<file path="src/rtl/phys_free_list_if.sv">
// Free-list bus between the rename/commit side and the physical-register free list.
//   master : rename + commit (drives alloc/free/retire/flush, consumes tags and count)
//   slave  : phys_free_list (supplies tags, alloc_ready and free_count)
// Signals:
//   flush                      rewind speculative head to committed head
//   alloc0_valid/alloc1_valid  rename slots taking a register this cycle
//   alloc_ready                at least two free entries
//   rd_phy_new_0/1             tags offered to rename slots 0/1
//   free0/1_valid, free0/1_phy tags returned by commit
//   retire0/1_valid            committed instructions that had allocated a register
//   free_count                 speculative free entries
interface phys_free_list_if #(
  parameter int unsigned PHY_WIDTH = 6,
  parameter int unsigned CNT_WIDTH = 6
);
  logic                 flush;
  logic                 alloc0_valid;
  logic                 alloc1_valid;
  logic                 alloc_ready;
  logic [PHY_WIDTH-1:0] rd_phy_new_0;
  logic [PHY_WIDTH-1:0] rd_phy_new_1;
  logic                 free0_valid;
  logic [PHY_WIDTH-1:0] free0_phy;
  logic                 free1_valid;
  logic [PHY_WIDTH-1:0] free1_phy;
  logic                 retire0_valid;
  logic                 retire1_valid;
  logic [CNT_WIDTH-1:0] free_count;

  modport master (
    output flush, alloc0_valid, alloc1_valid, free0_valid, free0_phy, free1_valid, free1_phy,
           retire0_valid, retire1_valid,
    input  alloc_ready, rd_phy_new_0, rd_phy_new_1, free_count
  );

  modport slave (
    input  flush, alloc0_valid, alloc1_valid, free0_valid, free0_phy, free1_valid, free1_phy,
           retire0_valid, retire1_valid,
    output alloc_ready, rd_phy_new_0, rd_phy_new_1, free_count
  );
endinterface

</file>
<file path="src/rtl/phys_free_list.sv">
// Physical-register free list. Circular list of DEPTH tags with a speculative head (rename
// allocation), a tail (commit frees) and a committed head used to roll back on flush.
// Ports:
//   clk    clock, all state on posedge
//   rst_n  asynchronous active-low reset
//   bus    phys_free_list_if.slave (alloc/free/retire/flush in; tags, ready, count out)
module phys_free_list #(
  parameter int unsigned ARCH_REGS = 32,
  parameter int unsigned PHY_REGS  = 64,
  parameter int unsigned PHY_WIDTH = $clog2(PHY_REGS),
  parameter int unsigned DEPTH     = PHY_REGS - ARCH_REGS
) (
  input  logic            clk,
  input  logic            rst_n,
  phys_free_list_if.slave bus
);

  localparam int unsigned PtrW = $clog2(DEPTH);
  localparam int unsigned CntW = PtrW + 1;

  logic [PHY_WIDTH-1:0] list_q [DEPTH];
  logic [PHY_WIDTH-1:0] list_d [DEPTH];
  logic [PtrW-1:0]      head_q, head_d;
  logic [PtrW-1:0]      tail_q, tail_d;
  logic [PtrW-1:0]      commit_head_q, commit_head_d;
  logic [CntW-1:0]      count_q, count_d;
  logic [CntW-1:0]      commit_count_q, commit_count_d;

  logic       alloc_ready;
  logic [1:0] n_alloc;
  logic [1:0] n_free;
  logic [1:0] n_retire;

  // Tags are looked up combinationally from the registered head so rename sees them this cycle.
  always_comb begin
    alloc_ready      = (count_q >= CntW'(2));
    bus.alloc_ready  = alloc_ready;
    bus.free_count   = count_q;
    bus.rd_phy_new_0 = list_q[head_q];
    // alloc1 alone takes list[head]; with alloc0 it takes the next entry.
    bus.rd_phy_new_1 = list_q[head_q + PtrW'(bus.alloc0_valid)];
  end

  always_comb begin
    // Flush wins over allocation; a stalled rename (alloc_ready low) allocates nothing.
    if (alloc_ready && !bus.flush) begin
      n_alloc = {1'b0, bus.alloc0_valid} + {1'b0, bus.alloc1_valid};
    end else begin
      n_alloc = 2'd0;
    end
    n_free   = {1'b0, bus.free0_valid} + {1'b0, bus.free1_valid};
    n_retire = {1'b0, bus.retire0_valid} + {1'b0, bus.retire1_valid};
  end

  always_comb begin
    list_d = list_q;
    if (bus.free0_valid) begin
      list_d[tail_q] = bus.free0_phy;
    end
    if (bus.free1_valid) begin
      list_d[tail_q + PtrW'(bus.free0_valid)] = bus.free1_phy;
    end
  end

  always_comb begin
    tail_d         = tail_q + PtrW'(n_free);
    commit_head_d  = commit_head_q + PtrW'(n_retire);
    commit_count_d = commit_count_q - CntW'(n_retire) + CntW'(n_free);
    if (bus.flush) begin
      // Everything allocated past the committed head returns to the list in one cycle.
      head_d  = commit_head_d;
      count_d = commit_count_d;
    end else begin
      head_d  = head_q + PtrW'(n_alloc);
      count_d = count_q - CntW'(n_alloc) + CntW'(n_free);
    end
  end

  always_ff @(posedge clk or negedge rst_n) begin
    if (!rst_n) begin
      for (int i = 0; i < int'(DEPTH); i++) begin
        list_q[i] <= PHY_WIDTH'(ARCH_REGS + i);
      end
      head_q         <= '0;
      tail_q         <= '0;
      commit_head_q  <= '0;
      count_q        <= CntW'(DEPTH);
      commit_count_q <= CntW'(DEPTH);
    end else begin
      list_q         <= list_d;
      head_q         <= head_d;
      tail_q         <= tail_d;
      commit_head_q  <= commit_head_d;
      count_q        <= count_d;
      commit_count_q <= commit_count_d;
    end
  end

  // Usage errors from the commit side; the list does not try to recover from them.
  free_overflow_a : assert property (@(posedge clk) disable iff (!rst_n)
    (32'(count_q) + 32'(n_free) <= DEPTH))
    else $error("free list overflow");

  retire_underflow_a : assert property (@(posedge clk) disable iff (!rst_n)
    (32'(commit_count_q) >= 32'(n_retire)))
    else $error("retire underflow");

endmodule

</file>
<file path="src/flat_wrapper.sv">
// flat-port wrapper written by rule: the top's interface ports become plain ports
module phys_free_list_flat 
#(
  parameter int unsigned ARCH_REGS = 32,
  parameter int unsigned PHY_REGS  = 64,
  parameter int unsigned PHY_WIDTH = $clog2(PHY_REGS),
  parameter int unsigned DEPTH     = PHY_REGS - ARCH_REGS
)
  (clk, rst_n, bus_flush, bus_alloc0_valid, bus_alloc1_valid, bus_free0_valid, bus_free0_phy, bus_free1_valid, bus_free1_phy, bus_retire0_valid, bus_retire1_valid, bus_alloc_ready, bus_rd_phy_new_0, bus_rd_phy_new_1, bus_free_count);
  phys_free_list_if #(.PHY_WIDTH(PHY_WIDTH)) bus_i ();
  input  logic clk;
  input  logic rst_n;
  input wire logic [$bits(bus_i.flush)-1:0] bus_flush;
  input wire logic [$bits(bus_i.alloc0_valid)-1:0] bus_alloc0_valid;
  input wire logic [$bits(bus_i.alloc1_valid)-1:0] bus_alloc1_valid;
  input wire logic [$bits(bus_i.free0_valid)-1:0] bus_free0_valid;
  input wire logic [$bits(bus_i.free0_phy)-1:0] bus_free0_phy;
  input wire logic [$bits(bus_i.free1_valid)-1:0] bus_free1_valid;
  input wire logic [$bits(bus_i.free1_phy)-1:0] bus_free1_phy;
  input wire logic [$bits(bus_i.retire0_valid)-1:0] bus_retire0_valid;
  input wire logic [$bits(bus_i.retire1_valid)-1:0] bus_retire1_valid;
  output wire logic [$bits(bus_i.alloc_ready)-1:0] bus_alloc_ready;
  output wire logic [$bits(bus_i.rd_phy_new_0)-1:0] bus_rd_phy_new_0;
  output wire logic [$bits(bus_i.rd_phy_new_1)-1:0] bus_rd_phy_new_1;
  output wire logic [$bits(bus_i.free_count)-1:0] bus_free_count;
  assign bus_i.flush = bus_flush;
  assign bus_i.alloc0_valid = bus_alloc0_valid;
  assign bus_i.alloc1_valid = bus_alloc1_valid;
  assign bus_i.free0_valid = bus_free0_valid;
  assign bus_i.free0_phy = bus_free0_phy;
  assign bus_i.free1_valid = bus_free1_valid;
  assign bus_i.free1_phy = bus_free1_phy;
  assign bus_i.retire0_valid = bus_retire0_valid;
  assign bus_i.retire1_valid = bus_retire1_valid;
  assign bus_alloc_ready = bus_i.alloc_ready;
  assign bus_rd_phy_new_0 = bus_i.rd_phy_new_0;
  assign bus_rd_phy_new_1 = bus_i.rd_phy_new_1;
  assign bus_free_count = bus_i.free_count;
  phys_free_list #(.ARCH_REGS(ARCH_REGS), .PHY_REGS(PHY_REGS), .PHY_WIDTH(PHY_WIDTH), .DEPTH(DEPTH)) u_core (.clk(clk), .rst_n(rst_n), .bus(bus_i));
endmodule
</file>
<file path="config.mk">
export PLATFORM = sky130hd
export DESIGN_NAME = phys_free_list_flat
export DESIGN_NICKNAME = d
export VERILOG_FILES = /design/src/rtl/phys_free_list_if.sv /design/src/rtl/phys_free_list.sv /design/src/flat_wrapper.sv
export SDC_FILE = /design/constraint.sdc
export NUM_CORES = 1
export LEC_CHECK = 0
export CAP_MARGIN = 40
export CORE_ASPECT_RATIO = 0.75
export CORE_MARGIN = 2
export CORE_UTILIZATION = 60
export DETAILED_ROUTE_END_ITERATION = 16
export MAX_ROUTING_LAYER = met4
export PLACE_DENSITY_LB_ADDON = 0.25
export SYNTH_ARGS = -nofsm -noshare
export SYNTH_HDL_FRONTEND = slang
export SYNTH_SLANG_ARGS = --single-unit
</file>
<file path="constraint.sdc">
create_clock -name clk -period 3.8 [get_ports clk]
set_clock_uncertainty 0.2 [all_clocks]
set_input_delay 0.57 -clock clk [delete_from_list [all_inputs] [get_ports clk]]
set_output_delay 0.57 -clock clk [all_outputs]
set_load 0.03 [all_outputs]
</file>
==> flow_metrics.py <==
metrics = {
    "status": {
        "status": "finished, final reports clean",
    },
    "clock_network": {
        "cts.sinks": 219,
        "cts_tree": "yes",
        "htreeDepth": 1,
        "clkLatencyLatePin_ns": 0.54,
        "cts_root_buf": "clkbuf_16",
        "clkTransAtPathRegs_ns": 0.06,
        "numCtsBuffers": 24,
        "cts_buffer_depth": 3,
    },
    "synth": {
        "synth_common_cells": "231 x mux2_2, 162 x mux2i_1, 114 x dfstp_2",
        "synth_edf_count": 0,
        "ys_seq_area_share_pct": 37.8,
        "yosysMostFrequentCell": "mux2_2",
        "ys_types": 56,
        "syn-num-nets": 1335,
        "synth_top_area_cell": "dfstp_2",
        "synth.avg_cell_area_um2": 11.6,
        "synth-main-ff-cell": "dfstp_2",
        "syn_area_um2": 14900,
        "async_flop_share_pct": 100,
        "syn_inst": 1280,
        "synth-seq-cells": 219,
        "synthTopCellsByArea": "dfstp_2 20%, dfrtp_1 18%, mux2_2 17%",
        "yosysWarnings": 0,
        "synth_top_area_share_pct": 20.1,
    },
    "layout": {
        "area_growth_pct": 15.0,
        "drive_gt1_share_pct": 44.1,
        "final_cells": 1691,
        "final_cell_area_um2": 17100,
        "fin_nets": 1397,
        "n_antenna_cell": 0,
    },
    "placement": {
        "gp_congestion": 1.03,
        "placedCellCount": 1637,
        "dp_hpwl_um": 32200,
        "dpl_cell_area_um2": 16100,
        "portBuffers": 39,
    },
    "critical_path": {
        "critical_path_class": "reg2out",
        "cp-end-kind": "output port",
        "path_max_fanout": 9,
        "crit_path_start_kind": "register",
        "crit_arrival_ns": 2.96,
        "cp.required_ns": 3.03,
    },
    "global_route": {
        "grt_pass1_vias": 11000,
        "grt-ovfl-total": 0,
        "antenna_found_initial": 0,
        "grt_pass1_wl_um": 69800,
        "grt_max_degree": 109,
        "track_usage_pct": 37.5,
    },
    "floorplanning": {
        "fp.dieH_um": 140,
        "fp-row-count": 49,
        "design.die.area_um2": 26100,
        "core-area_um2": 24200,
        "die_width_um": 186,
        "io_pins": 40,
        "initial_core_util_pct": 61.6,
    },
    "timing": {
        "slew_viol_final": 0,
        "worst_hold_slack_ns": 0.278,
        "worst_pin_slew_ns": 0.987,
        "fin_crit_ns": 3.73,
        "max_freq_mhz": 268,
        "finalCritPeriodShare_pct": 98.1,
        "setup_viol": 0,
        "hold_violations": 0,
        "setup_tns_ns": 0,
        "maxSlewHeadroom_pct": 34.2,
    },
    "routing": {
        "dr.pass1.iters": 6,
        "drcViolationCount": 0,
        "viasPerCell": 6.71,
        "ant_nets": 0,
        "routedWlPerCell_um": 27.8,
        "routed_wl_um": 47000,
        "vias": 11300,
        "drt_iter0_markers": 1152,
    },
    "power_and_ir_drop": {
        "power.density_nw_per_um2": 1060,
        "leakage_uw": 0.00718,
        "p_sw_uw": 7370,
        "power_uw": 18200,
        "p_int_uw": 10800,
        "comb_power_share_pct": 56.4,
        "switching_share_pct": 40.6,
        "pwr-share-seq_pct": 29.7,
        "clock_power_share_pct": 13.9,
        "vdd_ir_drop_max_v": 0.000571,
    },
    "worst_hold_path": {
        "hold_class": "reg2reg",
    },
    "run": {
        "maxCapViolCount": 0,
    },
}
power groups by stage:
stage	clock, uW	combinational, uW	sequential, uW
after CTS	2540	9800	5230
after global placement	0	9440	5190
after floorplan	0	6900	4580
after global routing	2650	10800	5450
after detailed placement	0	9680	5250
final	2530	10300	5390
stage by stage:
| step | setup WS, ns | util [%] |
|---|---|---|
| after global routing | -0.00113 | 70.9 |
| final | 0.0734 | 70.9 |
| after floorplan | 0.208 | - |
| after detailed placement | -0.0688 | 66.5 |
| after CTS | 0.00131 | 70.2 |
| after global placement | -0.0247 | 66.2 |
worst max-delay path, cell delays in order, from the launching register on:
cell and delay (ns):
dfrtp_4 0.54, ha_4 0.20, ha_4 0.17, buf_4 0.15
xor2_4 0.28, buf_4 0.21, mux2i_1 0.10, a32o_1 0.25
a221oi_2 0.22, buf_4 0.19, buf_12 0.11
final timing paths:
check                                          from                  endpoint  slack, ns  cells after the start
hold / removal              u_core.commit_head_q[4]   u_core.commit_head_q[4]       0.28                      1
max in group asynchronous                     rst_n        u_core.list_q[146]       1.94                      3
setup reg to reg           u_core.bus.free_count[5]  u_core.bus.free_count[5]       0.57                     12
min in group asynchronous                     rst_n         u_core.list_q[61]       0.47                      2
setup / recovery                   u_core.head_q[0]       bus_rd_phy_new_1[0]       0.07                     10
hold reg to reg             u_core.commit_head_q[4]   u_core.commit_head_q[4]       0.28                      1
cells in the final DEF (no fill, tap or decap), drive strengths merged, types with 7 or more instances in the layout:
cell type,n
o21ai,36
a21oi,63
buf,104
dfrtp,105
dfstp,114
a22o,12
xnor2,16
nor3,18
mux4,72
nand2,77
nor2,93
a22oi,12
clkdlybuf4s50,17
a31oi,9
mux2,231
mux2i,162
fa,7
clkbuf,36
nand3,14
ha,27
nand2b,9
inv,36
metal layers:
| metal | global-route usage, % | wire length [um] | vias to the layer above |
|---|---|---|---|
| met2 | 48.3 | 18900 | 695 |
| met1 | 54.1 | 19900 | 5694 |
| li1 | - | - | 4863 |
| met5 | - | 0 | - |
| met3 | 16.1 | 7160 | 96 |
| met4 | 8.62 | 1140 | 0 |
final cells by class:
class / count / area, um2
multi-input cells: 932 / 8810
fillers: 1744 / 7040
flip-flops and latches: 219 / 5630
repair buffers: 129 / 1270
clock buffers: 34 / 708
well taps: 331 / 414
clock inverters: 10 / 145
inverters: 36 / 135
state kept, by name, indices dropped and copies added (netlist names):
name and flops:
u_core.list_q 192, u_core.bus.free_count 6, u_core.commit_count_q 6, u_core.commit_head_q 5, u_core.head_q 5, u_core.tail_q 5
what timing repair did:
| item | in CTS | in global routing |
|---|---|---|
| endpoints found under the setup margin | 9 | 8 |
| hold buffers | 1 | 0 |
| buffers inserted | 0 | 8 |
| gates cloned | 0 | 2 |
| gates resized for setup | 7 | 14 |
| pin swaps | 0 | 4 |
| hold endpoints to repair | 59 | 0 |
kinds of logic after synthesis:
logic type,share of synthesized area (%)
buf+inv,3.52
xor+xnor,1.23
mux,39.3
simple gates,7.51
fa+ha+maj,3.21
flops,37.8
compound gates,7.48
Note: power is estimated with default switching activity, not from simulation.
